[src/rtl/msg_counter_pkg.sv]
// Shared types and helpers for the multi-lane DES plaintext candidate counter.
package msg_counter_pkg;

  localparam int DES_BLOCK_W = 64;

  typedef enum logic [1:0] {
    IDLE = 2'd0,
    RUN  = 2'd1,
    DONE = 2'd2
  } state_t;

  // One bit of headroom so a lane past the top of the counter space compares
  // as out of range instead of wrapping back to zero.
  function automatic logic lane_in_range(input logic [63:0] base,
                                         input logic [4:0]  idx,
                                         input logic [63:0] end_v);
    logic [64:0] lane_val;
    lane_val = {1'b0, base} + {60'd0, idx};
    return lane_val <= {1'b0, end_v};
  endfunction

endpackage

[src/rtl/message_lane.sv]
// One candidate lane: {base+idx, region} and whether base+idx is still in range.
module message_lane
  import msg_counter_pkg::*;
#(
  parameter int N  = 32,
  parameter int CW = 64 - N
) (
  input  logic [CW-1:0]          base,
  input  logic [4:0]             lane_idx,
  input  logic [CW-1:0]          end_reg,
  input  logic [N-1:0]           region_reg,
  output logic [DES_BLOCK_W-1:0] message,
  output logic                   mask
);

  logic [CW-1:0] lane_val;

  assign lane_val = base + CW'(lane_idx);
  assign message  = {lane_val, region_reg};
  assign mask     = lane_in_range(DES_BLOCK_W'(base), lane_idx, DES_BLOCK_W'(end_reg));

endmodule

[src/rtl/message_counter_multilane.sv]
// Multi-lane DES plaintext candidate generator with start/end range,
// valid/ready output handshake, tail-beat lane mask and resumable progress.
module message_counter_multilane
  import msg_counter_pkg::*;
#(
  parameter int N     = 32,
  parameter int LANES = 4,
  parameter int CW    = 64 - N
) (
  input  logic                         clk,
  input  logic                         rst,
  input  logic                         start,
  input  logic                         abort,
  input  logic [N-1:0]                 region_select,
  input  logic [CW-1:0]                start_value,
  input  logic [CW-1:0]                end_value,
  input  logic                         out_ready,
  output logic [DES_BLOCK_W*LANES-1:0] messages,
  output logic [LANES-1:0]             lane_mask,
  output logic                         valid,
  output logic                         busy,
  output logic                         done,
  output logic [CW-1:0]                progress
);

  localparam logic [CW-1:0] STEP     = CW'(LANES);
  localparam logic [CW:0]   LAST_OFS = (CW+1)'(LANES - 1);

  state_t        state, state_nxt;
  logic [CW-1:0] base, base_nxt;
  logic [CW-1:0] end_reg, end_nxt;
  logic [N-1:0]  region_reg, region_nxt;
  logic          last_beat;

  logic [DES_BLOCK_W*LANES-1:0] msg_c;
  logic [LANES-1:0]             mask_c;

  assign last_beat = ({1'b0, base} + LAST_OFS) >= {1'b0, end_reg};
  assign progress  = base;

  always_comb begin
    state_nxt  = state;
    base_nxt   = base;
    end_nxt    = end_reg;
    region_nxt = region_reg;
    if (abort) begin
      state_nxt = IDLE;
    end else begin
      case (state)
        RUN: begin
          if (valid && out_ready) begin
            if (last_beat) state_nxt = DONE;
            else           base_nxt  = base + STEP;
          end
        end
        IDLE, DONE: begin
          if (start) begin
            region_nxt = region_select;
            base_nxt   = start_value;
            end_nxt    = end_value;
            state_nxt  = (start_value <= end_value) ? RUN : DONE;
          end
        end
        default: state_nxt = IDLE;
      endcase
    end
  end

  // Lanes look at the next-cycle base so the beat can be registered in step
  // with the state; without a transfer the inputs are unchanged and the beat holds.
  for (genvar i = 0; i < LANES; i++) begin : g_lane
    message_lane #(.N(N), .CW(CW)) u_lane (
      .base       (base_nxt),
      .lane_idx   (5'(i)),
      .end_reg    (end_nxt),
      .region_reg (region_nxt),
      .message    (msg_c[DES_BLOCK_W*i +: DES_BLOCK_W]),
      .mask       (mask_c[i])
    );
  end

  always_ff @(posedge clk or posedge rst) begin
    if (rst) begin
      state      <= IDLE;
      base       <= '0;
      end_reg    <= '0;
      region_reg <= '0;
      valid      <= 1'b0;
      busy       <= 1'b0;
      done       <= 1'b0;
      lane_mask  <= '0;
      messages   <= '0;
    end else begin
      state      <= state_nxt;
      base       <= base_nxt;
      end_reg    <= end_nxt;
      region_reg <= region_nxt;
      valid      <= (state_nxt == RUN);
      busy       <= (state_nxt == RUN);
      done       <= (state_nxt == DONE);
      if (state_nxt == RUN) begin
        messages  <= msg_c;
        lane_mask <= mask_c;
      end else begin
        lane_mask <= '0;
      end
    end
  end

endmodule

[config.mk]
export PLATFORM = sky130hd
export DESIGN_NAME = message_counter_multilane
export DESIGN_NICKNAME = d
export VERILOG_FILES = /design/src/rtl/msg_counter_pkg.sv /design/src/rtl/message_lane.sv /design/src/rtl/message_counter_multilane.sv
export SDC_FILE = /design/constraint.sdc
export NUM_CORES = 1
export LEC_CHECK = 0
export CORE_MARGIN = 4
export CORE_UTILIZATION = 47
export DETAILED_ROUTE_END_ITERATION = 16
export PLACE_DENSITY = 0.76
export SKIP_LAST_GASP = 1
export SYNTH_ARGS = -nofsm -noshare
export SYNTH_HDL_FRONTEND = slang
export SYNTH_SLANG_ARGS = --single-unit
[constraint.sdc]
create_clock -name clk -period 9.4 [get_ports clk]
set_input_delay 1.88 -clock clk [delete_from_list [all_inputs] [get_ports clk]]
set_output_delay 1.88 -clock clk [all_outputs]
set_load 0.01 [all_outputs]
==> results.txt, run 1 <==
* Status: completed
- Post-CTS timing repair inserted 0 buffers for setup.
- Family with the most delay on the worst path: simple AND/OR/NAND/NOR gates
- Nature of the critical path endpoint: flop
- Flip-flop and latch area: 6560 um^2
* Minimum clock period: 8.65 ns
- Synthesis handed over a netlist of 2063 instances.
- The share of total power dissipated in combinational logic is 52.9%.
- The worst hold path begins at region_reg[18].
- After synthesis, the cell types taking the most area are sky130_fd_sc_hd__dfrtp_1 (35%), sky130_fd_sc_hd__ha_1 (13%), sky130_fd_sc_hd__xnor2_1 (4.9%), sky130_fd_sc_hd__nor2_1 (4.6%), sky130_fd_sc_hd__mux2_2 (4.5%).
- CTS clock-pin slew for the worst setup and hold paths: 0.06 ns
- Max-cap check violation count: 0
* Total setup violations reported at the end of the flow: 0
- Avg Cell Area, Syn: 9.00 um^2
- Power share of the clock group: 18.7%
- Layout cell share with drive strength beyond 1: 9.22%
- Headroom to the max-slew limit came out at 26.8%.
- On the final layout, the worst clock skew is 0.0111 ns.
- The number of antenna violations at the first check in global routing is 2.
* Fill cell count: 3381
- In this run, post-CTS hold repair placed 0 buffers.
- Vias in the first global route: 17080
* Initial cell density of the core: 47.8%
- At the pin with the least slew margin, the transition time is 1.10 ns.
- CTS built an H-tree with a depth of 1.
- Site row count: 72
- For the worst-skew pair, the clock arrives at the later sink with an insertion delay of 0.57 ns.
- The wire-length estimate of the detail-placed layout is 56100 um.
* Number of nets in the synthesized netlist: 2360
* Number of hold-slack violations in the final timing report: 0
* Pin count of the biggest net entering global routing: 120
- Required time reported for the critical path endpoint: 9.88 ns
- For this run, design rule violations remaining after detail routing come to 0.
* Number of enable-type register cells in the synthesized netlist: 0
- For this run, asynchronously set or reset flops after synthesis account for 100%.
- For this run the aggregate overflow at the end of global routing stands at 0.
- Floorplan die area: 42700 um^2
* Post-route core utilization: 60.5%
- Static power due to leakage: 0.0102 uW
- From synthesis to final layout, the design area changed by 26.6%.
* Final estimated routing congestion in global placement: 0.981
- Internal power consumption: 4050 uW
- Pre-antenna DRT Iters: 6
* Yosys reg bits: 262
* Height of the die: 207 um
- # nets final: 2649
- Element type at the critical path start: flop
* Synth top cells by count: sky130_fd_sc_hd__dfrtp_1 (262), sky130_fd_sc_hd__nor2_1 (228), sky130_fd_sc_hd__ha_1 (196), sky130_fd_sc_hd__nand2_1 (196), sky130_fd_sc_hd__inv_1 (125)
* DRT iter0 DRCs: 1448
* Worst path arrival time: 9.13 ns
* Count of final max-slew check failures: 0
- Once the clock tree was built, the resizer swapped 0 gates to a different size.
* Critical Path Start: progress[4]
* Clk sinks: 262
- Counting distinct cell types in the post-synthesis netlist gives 85.
- The first global-routing pass estimated 105000 um of wire.
- Net switching is 39.8% of the power.
- After detailed routing, the number of vias per cell comes to 5.92.
- Switching Power: 2680 uW
* Peak clock frequency supported by timing: 0.116 GHz
* Startpoint of the lowest-slack register-to-register path: progress[4]
- Flip-flop cell with the highest count after synthesis: sky130_fd_sc_hd__dfrtp_1
- TritonCTS built the clock tree.
- After detailed routing, the average wire length per cell comes to 24.4 um.
- The setup path with the least slack is of type flop to flop.
* Most used cell along the critical path: sky130_fd_sc_hd__a21o_1
- Max FFs per register: 158
- Slowest stage delay, CP: 0.57 ns
- Final routed wirelength across all metal layers: 70500 um
- Of the available clock period, the critical path in the final layout requires 92.0%.
- CP max-delay cell: sky130_fd_sc_hd__or4b_4
* Clock tree buffer depth: 3
- Worst-case vdd ir drop: 0.000176 V
* Number of buffer and inverter instances along the worst setup path: 2
- The register with the most flip-flops in the final layout is messages.
- Setup TNS: 0 ns
* Area share of the largest cell type after synthesis: 35.3%
- sky130_fd_sc_hd__dfrtp_1 takes more of the synthesized area than any other cell.
- Hold WC Path Type: flop to flop
* Number of port buffers: 395
* Area of the core: 38800 um^2
- Most frequently used cell type in the post-synthesis netlist: sky130_fd_sc_hd__dfrtp_1
- In the global route stage, overall resource usage came out at 32.0%.
- Setup repair after global routing missed its margin: false
* Horiz. Die Dim: 207 um
* Power density cells: 286 nW/um^2
- Number of top-level pins: 396
- Area occupied by multi-input gates: 10400 um^2
- Worst-path maximum fanout: 12
* Total number of vias: 17148
- Antenna Nets Post-Route: 0
* CTS buffer count: 30
- Per report_power, the sequential group accounts for 28.4% of the total.
* Sequential cell area fraction in the yosys report: 35.3%
- Netlist area before placement: 18600 um^2
* Number of warnings printed during yosys synthesis: 0
* Root Buffer Master: sky130_fd_sc_hd__clkbuf_16
-- worst paths after layout --
check | slack [ns] | to | cells past startpoint
min in group asynchronous | 1.85 | messages[193] | 2
max in group asynchronous | 5.89 | messages[60] | 3
min reg2reg | 0.47 | region_reg[18] | 2
max | 0.75 | lane_mask[2] | 32
min | 0.47 | region_reg[18] | 2
max reg2reg | 0.75 | lane_mask[2] | 32
-- cell type report --
| cell class | instances | share of cell area, % |
|---|---|---|
| Inverter | 138 | 2.28 |
| Clock buffer | 43 | 3.83 |
| Tap cell | 518 | 2.76 |
| Clock inverter | 12 | 0.692 |
| Timing Repair Buffer | 431 | 18.1 |
| Sequential cell | 262 | 27.9 |
| Multi-Input combinational cell | 1489 | 44.4 |
| Antenna cell | 2 | 0.0213 |
-- cells in the final DEF (no fill, tap or decap), drive strengths merged, types with 6 or more instances in the layout --
master / count
or3: 11
inv: 132
o22ai: 7
or4: 6
xor2: 15
a31o: 6
buf: 36
o21ai: 64
clkdlybuf4s50: 395
and4: 8
nor3: 36
and3: 15
o31ai: 11
ha: 196
nand2: 196
nor4: 44
o211ai: 7
clkinv: 13
xnor2: 104
nand3: 55
clkbuf: 43
a31oi: 47
dfrtp: 262
a21oi: 93
nor2b: 20
mux2: 76
a211o: 10
a21o: 53
a211oi: 10
o21a: 19
nand2b: 9
nor2: 231
nand4: 88
-- routing by layer --
metal	GRT usage [%]	vias up	routed length, um
met2	52.6	905	33000
met3	5.17	189	6060
li1	-	7776	-
met5	0	-	0
met1	41.9	8278	28000
met4	14.6	0	3430
-- power by group through the flow --
stage / clock network, uW / registers (uW) / logic (uW)
after global routing: 1330 / 1960 / 3860
after floorplan: 0 / 1970 / 1890
after global placement: 0 / 1900 / 3480
after detailed placement: 0 / 1920 / 3530
final: 1260 / 1910 / 3560
after CTS: 1270 / 1910 / 3560
-- worst min-delay path, delay by kind of cell (launching register included) --
kind | cells | cell delay, ns
DFF | 1 | 0.32
and+or+nand+nor | 2 | 0.12
-- through the flow --
step / cell area [um^2] / setup WS (ns) / power (uW) / std cells / hold WS, ns
finish: 23500 / 0.749 / 6730 / 2895 / 0.471
global route: 23500 / 0.122 / 7150 / 2895 / 0.488
CTS: 23500 / 0.884 / 6740 / 2893 / 0.471
detailed placement: 22400 / 0.922 / 5450 / 2838 / 0.456
global placement: 22400 / 1.13 / 5380 / 2838 / 0.451
floorplan: 18600 / 0.308 / 3860 / 2063 / 0.439
-- kinds of logic (layout without fill, tap and decap cells) --
kind of cell / count (synthesis) / after routing / synth area share, %
buffers and inverters: 312 / 624 / 8.61
DFF: 262 / 262 / 35.3
and+or+nand+nor: 735 / 735 / 19.7
AOI/OAI and AO/OA: 358 / 358 / 12.7
xor gates and xnor gates: 119 / 119 / 5.61
other: 0 / 2 / 0
muxes: 81 / 81 / 4.90
adders and majority gates: 196 / 196 / 13.2
Power figures use the tool's default switching activity.
==> inputs of run 2 (changes only) <==
- CORE_UTILIZATION: 47 -> 53
- PLACE_DENSITY: 0.76 -> 0.81
- REMOVE_ABC_BUFFERS: unset -> 1
- clock period: 9.4 -> 9.85 ns (I/O delays scaled with it)
==> results.txt, run 2 (synthesis results as in run 1) <==
- The net count reported at finish was 2638 (-0.42%).
- The startpoint identified for the worst register-to-register timing path is progress[4].
- The overall die width was 195 um (-5.6%).
- The number of buffers between clock root and the deepest sink is 3 (unchanged).
- CTS buffer count: 29 (-3.3%)
- Number of cells on the worst hold path: 2 (unchanged)
* Power density cells: 274 nW/um^2 (-4.3%)
* Antenna Nets Post-Route: 0 (unchanged)
* CTS clock-pin slew for the worst setup and hold paths: 0.07 ns (about the same)
- The flip-flop count of the largest register after layout came to 158 (unchanged).
- The number of setup violations in the final report is 0 (unchanged).
- The post-detailed-route wirelength per cell came to 25.0 um (+2.6%).
- The final weighted congestion of routability-driven global placement was 0.980 (-0.15%).
* Number of port buffers: 395 (unchanged)
* Commonest non-fill, non-tap cell in the layout: sky130_fd_sc_hd__clkdlybuf4s50_1
* Worst clock skew: 0.0329 ns (+0.0218 ns)
- In this run the clock root is driven by a sky130_fd_sc_hd__clkbuf_16.
* Setup TNS: 0 ns (unchanged)
* Final routed wirelength across all metal layers: 70500 um (about the same)
* Number of hold-slack violations in the final timing report: 0 (unchanged)
* Clk sinks: 262 (unchanged)
- Site row count: 68 (-5.6%)
* Stages on the worst setup path: 27 (-16%)
- Clock Latency Late Sink: 0.57 ns (about the same)
- Number of buffers inserted by hold repair at cts: 0 (unchanged)
* Worst hold endpoint: region_reg[26]
* Status: completed
- CP max-delay cell: sky130_fd_sc_hd__a2111oi_0
- Element type at the critical path start: flop
- Static power due to leakage: 0.0102 uW (-0.79%)
- Worst Setup Path Type: flop to flop
- Highest metal layer with signal wires: met4
- Half-perimeter wire length after placement: 55300 um (-1.3%)
* Max-cap check violation count: 0 (unchanged)
- The met1 wire length came to 28300 um (+0.98%).
- Number of setup buffers added after CTS: 0 (unchanged)
- The post-cts sizing count was 0 (unchanged).
- The path class of the tightest hold or removal check is flop to flop.
- The placed cell area is 22300 um^2 (-0.80%).
- Overall fraction of global-route tracks in use: 35.4% (+3.4 points)
- The cell area after layout is 23300 um^2 (-0.84%).
- The count of buffer and inverter cells on the critical path was 1 (-1).
- Internal reg-to-reg setup slack: 0.43 ns (-0.32 ns)
- Peak clock frequency supported by timing: 0.106 GHz (-8.2%)
- Ratio of final minimum period to clock period: 95.7% (+3.6 points)
- GRT Residual Overflow: 0 (unchanged)
- The number of cell instances on the worst register-to-register path came to 27 (-16%).
- The register with the most flip-flops in the final layout is messages.
- The largest fanout on the critical path is 25 (+13).
- Synthesis-to-layout area growth: 25.5%
* Commonest cells after routing, fill and taps aside: sky130_fd_sc_hd__clkdlybuf4s50_1 (395), sky130_fd_sc_hd__dfrtp_1 (262), sky130_fd_sc_hd__nor2_1 (228)
* Hold wc startpoint: region_reg[26]
* Total number of vias: 17427 (+1.6%)
- The number of slew-limit violations in the final report came to 0 (unchanged).
- Worst R2R End: lane_mask[2]
- DRT iter0 DRCs: 1465 (+1.2%)
- The worst-margin pin slew is 1.16 ns (+0.0627 ns).
- The headroom to the max-slew limit is 21.6% (-5.2 points).
* Vias in the first global route: 17197 (+0.69%)
* Setup repair after global routing missed its margin: false
- The starting density of the core is 53.7% (+5.9 points).
- Required time reported for the critical path endpoint: 10.33 ns (+0.45 ns)
- The cell that appears most often on the critical path is sky130_fd_sc_hd__ha_1.
* Total number of H-tree levels: 1 (unchanged)
- Slowest stage delay, CP: 0.67 ns (+0.10 ns)
- The pin count of the biggest net entering global routing is 140 (+17%).
* Detail Route met3 WL: 5500 um (-9.4%)
- The overall die area came to 38100 um^2 (-11%).
- The arrival time at the worst endpoint was 9.91 ns (+0.78 ns).
* Detailed route wirelength on metal2: 33100 um (+0.24%)
- TritonCTS built the clock tree.
- The number of detailed-route iterations in the first pass is 8 (+2).
* Number of remaining DRC errors: 0 (unchanged)
* Initial antenna violation count: 5 (+3)
* Area of the core: 34500 um^2 (-11%)
- Nature of the critical path endpoint: flop
- Global-route wire length before repair: 105000 um (+0.51%)
- The kind of cell with the highest combined delay along the critical path is simple AND/OR/NAND/NOR gates.
* Worst-case vdd ir drop: 0.000225 V (+28%)
* Minimum clock period: 9.42 ns (+0.771 ns)
* Layout cell share with drive strength beyond 1: 8.72% (-0.50 points)
* Number of top-level pins: 396 (unchanged)
- The height of the chip came to 195 um (-5.6%).
* Number of vias per cell: 6.18 (+4.3%)
## run 2: layer usage
| layer | vias up | track usage (%) |
|---|---|---|
| li1 | 7760 | - |
| met1 | 8505 | 47.0 |
| met2 | 979 | 58.6 |
| met3 | 183 | 4.42 |
| met4 | 0 | 15.7 |
| met5 | - | 0 |
## run 2: per-stage QoR
stage / hold slack, ns / power [uW] / cells / setup slack, ns / util [%]
3_5_place_dp: 0.457 / 5210 / 2760 / 0.530 / 64.4
5_1_grt: 0.495 / 6740 / 2820 / 0.0911 / 67.5
4_1_cts: 0.472 / 6370 / 2812 / 0.523 / 67.3
6_report: 0.469 / 6390 / 2820 / 0.428 / 67.5
2_1_floorplan: 0.439 / 3420 / 1889 / -8.83 / -
3_3_place_gp: 0.451 / 5130 / 2760 / 0.972 / 64.4
## run 2: where the power goes
part,internal (uW),switching (uW),leakage (uW)
clock,687,457,0.000489
sequential,1470,353,0.00307
combinational,1660,1770,0.00661
## run 2: layout make-up
type	instances	area [um^2]
fill	2745	11200
multi-input combinational	1489	10400
sequential	262	6560
timing repair buffer	421	4200
clock buffer	39	823
tap	455	569
inverter	138	536
clock inverter	13	170
antenna	3	7.51
## run 2: worst max path at each step
stage | from | endpoint
final | progress[4] | lane_mask[2]
after CTS | progress[4] | lane_mask[2]
after global placement | progress[4] | lane_mask[2]
after global routing | progress[4] | lane_mask[2]
after detailed placement | progress[4] | lane_mask[2]
after floorplan | abort | messages[127]
## run 2: worst register-to-register path, cell delays in order, from the launching register on
cell	delay, ns
sky130_fd_sc_hd__dfrtp_1	0.57
sky130_fd_sc_hd__nand4_2	0.32
sky130_fd_sc_hd__or2_1	0.36
sky130_fd_sc_hd__nor3_1	0.38
sky130_fd_sc_hd__and3_1	0.45
sky130_fd_sc_hd__nand2_1	0.15
sky130_fd_sc_hd__xnor2_1	0.17
sky130_fd_sc_hd__ha_1	0.35
sky130_fd_sc_hd__nand4_1	0.18
sky130_fd_sc_hd__or4_1	0.55
sky130_fd_sc_hd__or4b_4	0.56
sky130_fd_sc_hd__nand3_2	0.39
sky130_fd_sc_hd__o31ai_1	0.16
sky130_fd_sc_hd__a31oi_2	0.63
sky130_fd_sc_hd__ha_1	0.43
sky130_fd_sc_hd__inv_1	0.15
sky130_fd_sc_hd__nor4_1	0.63
sky130_fd_sc_hd__nand3_1	0.23
sky130_fd_sc_hd__nor4_1	0.35
sky130_fd_sc_hd__xor2_1	0.27
sky130_fd_sc_hd__ha_1	0.29
sky130_fd_sc_hd__and3_1	0.19
sky130_fd_sc_hd__nand3_1	0.11
sky130_fd_sc_hd__nor3_1	0.10
sky130_fd_sc_hd__a2111oi_0	0.67
sky130_fd_sc_hd__o211ai_1	0.28
sky130_fd_sc_hd__o21a_1	0.25
sky130_fd_sc_hd__a211oi_1	0.16
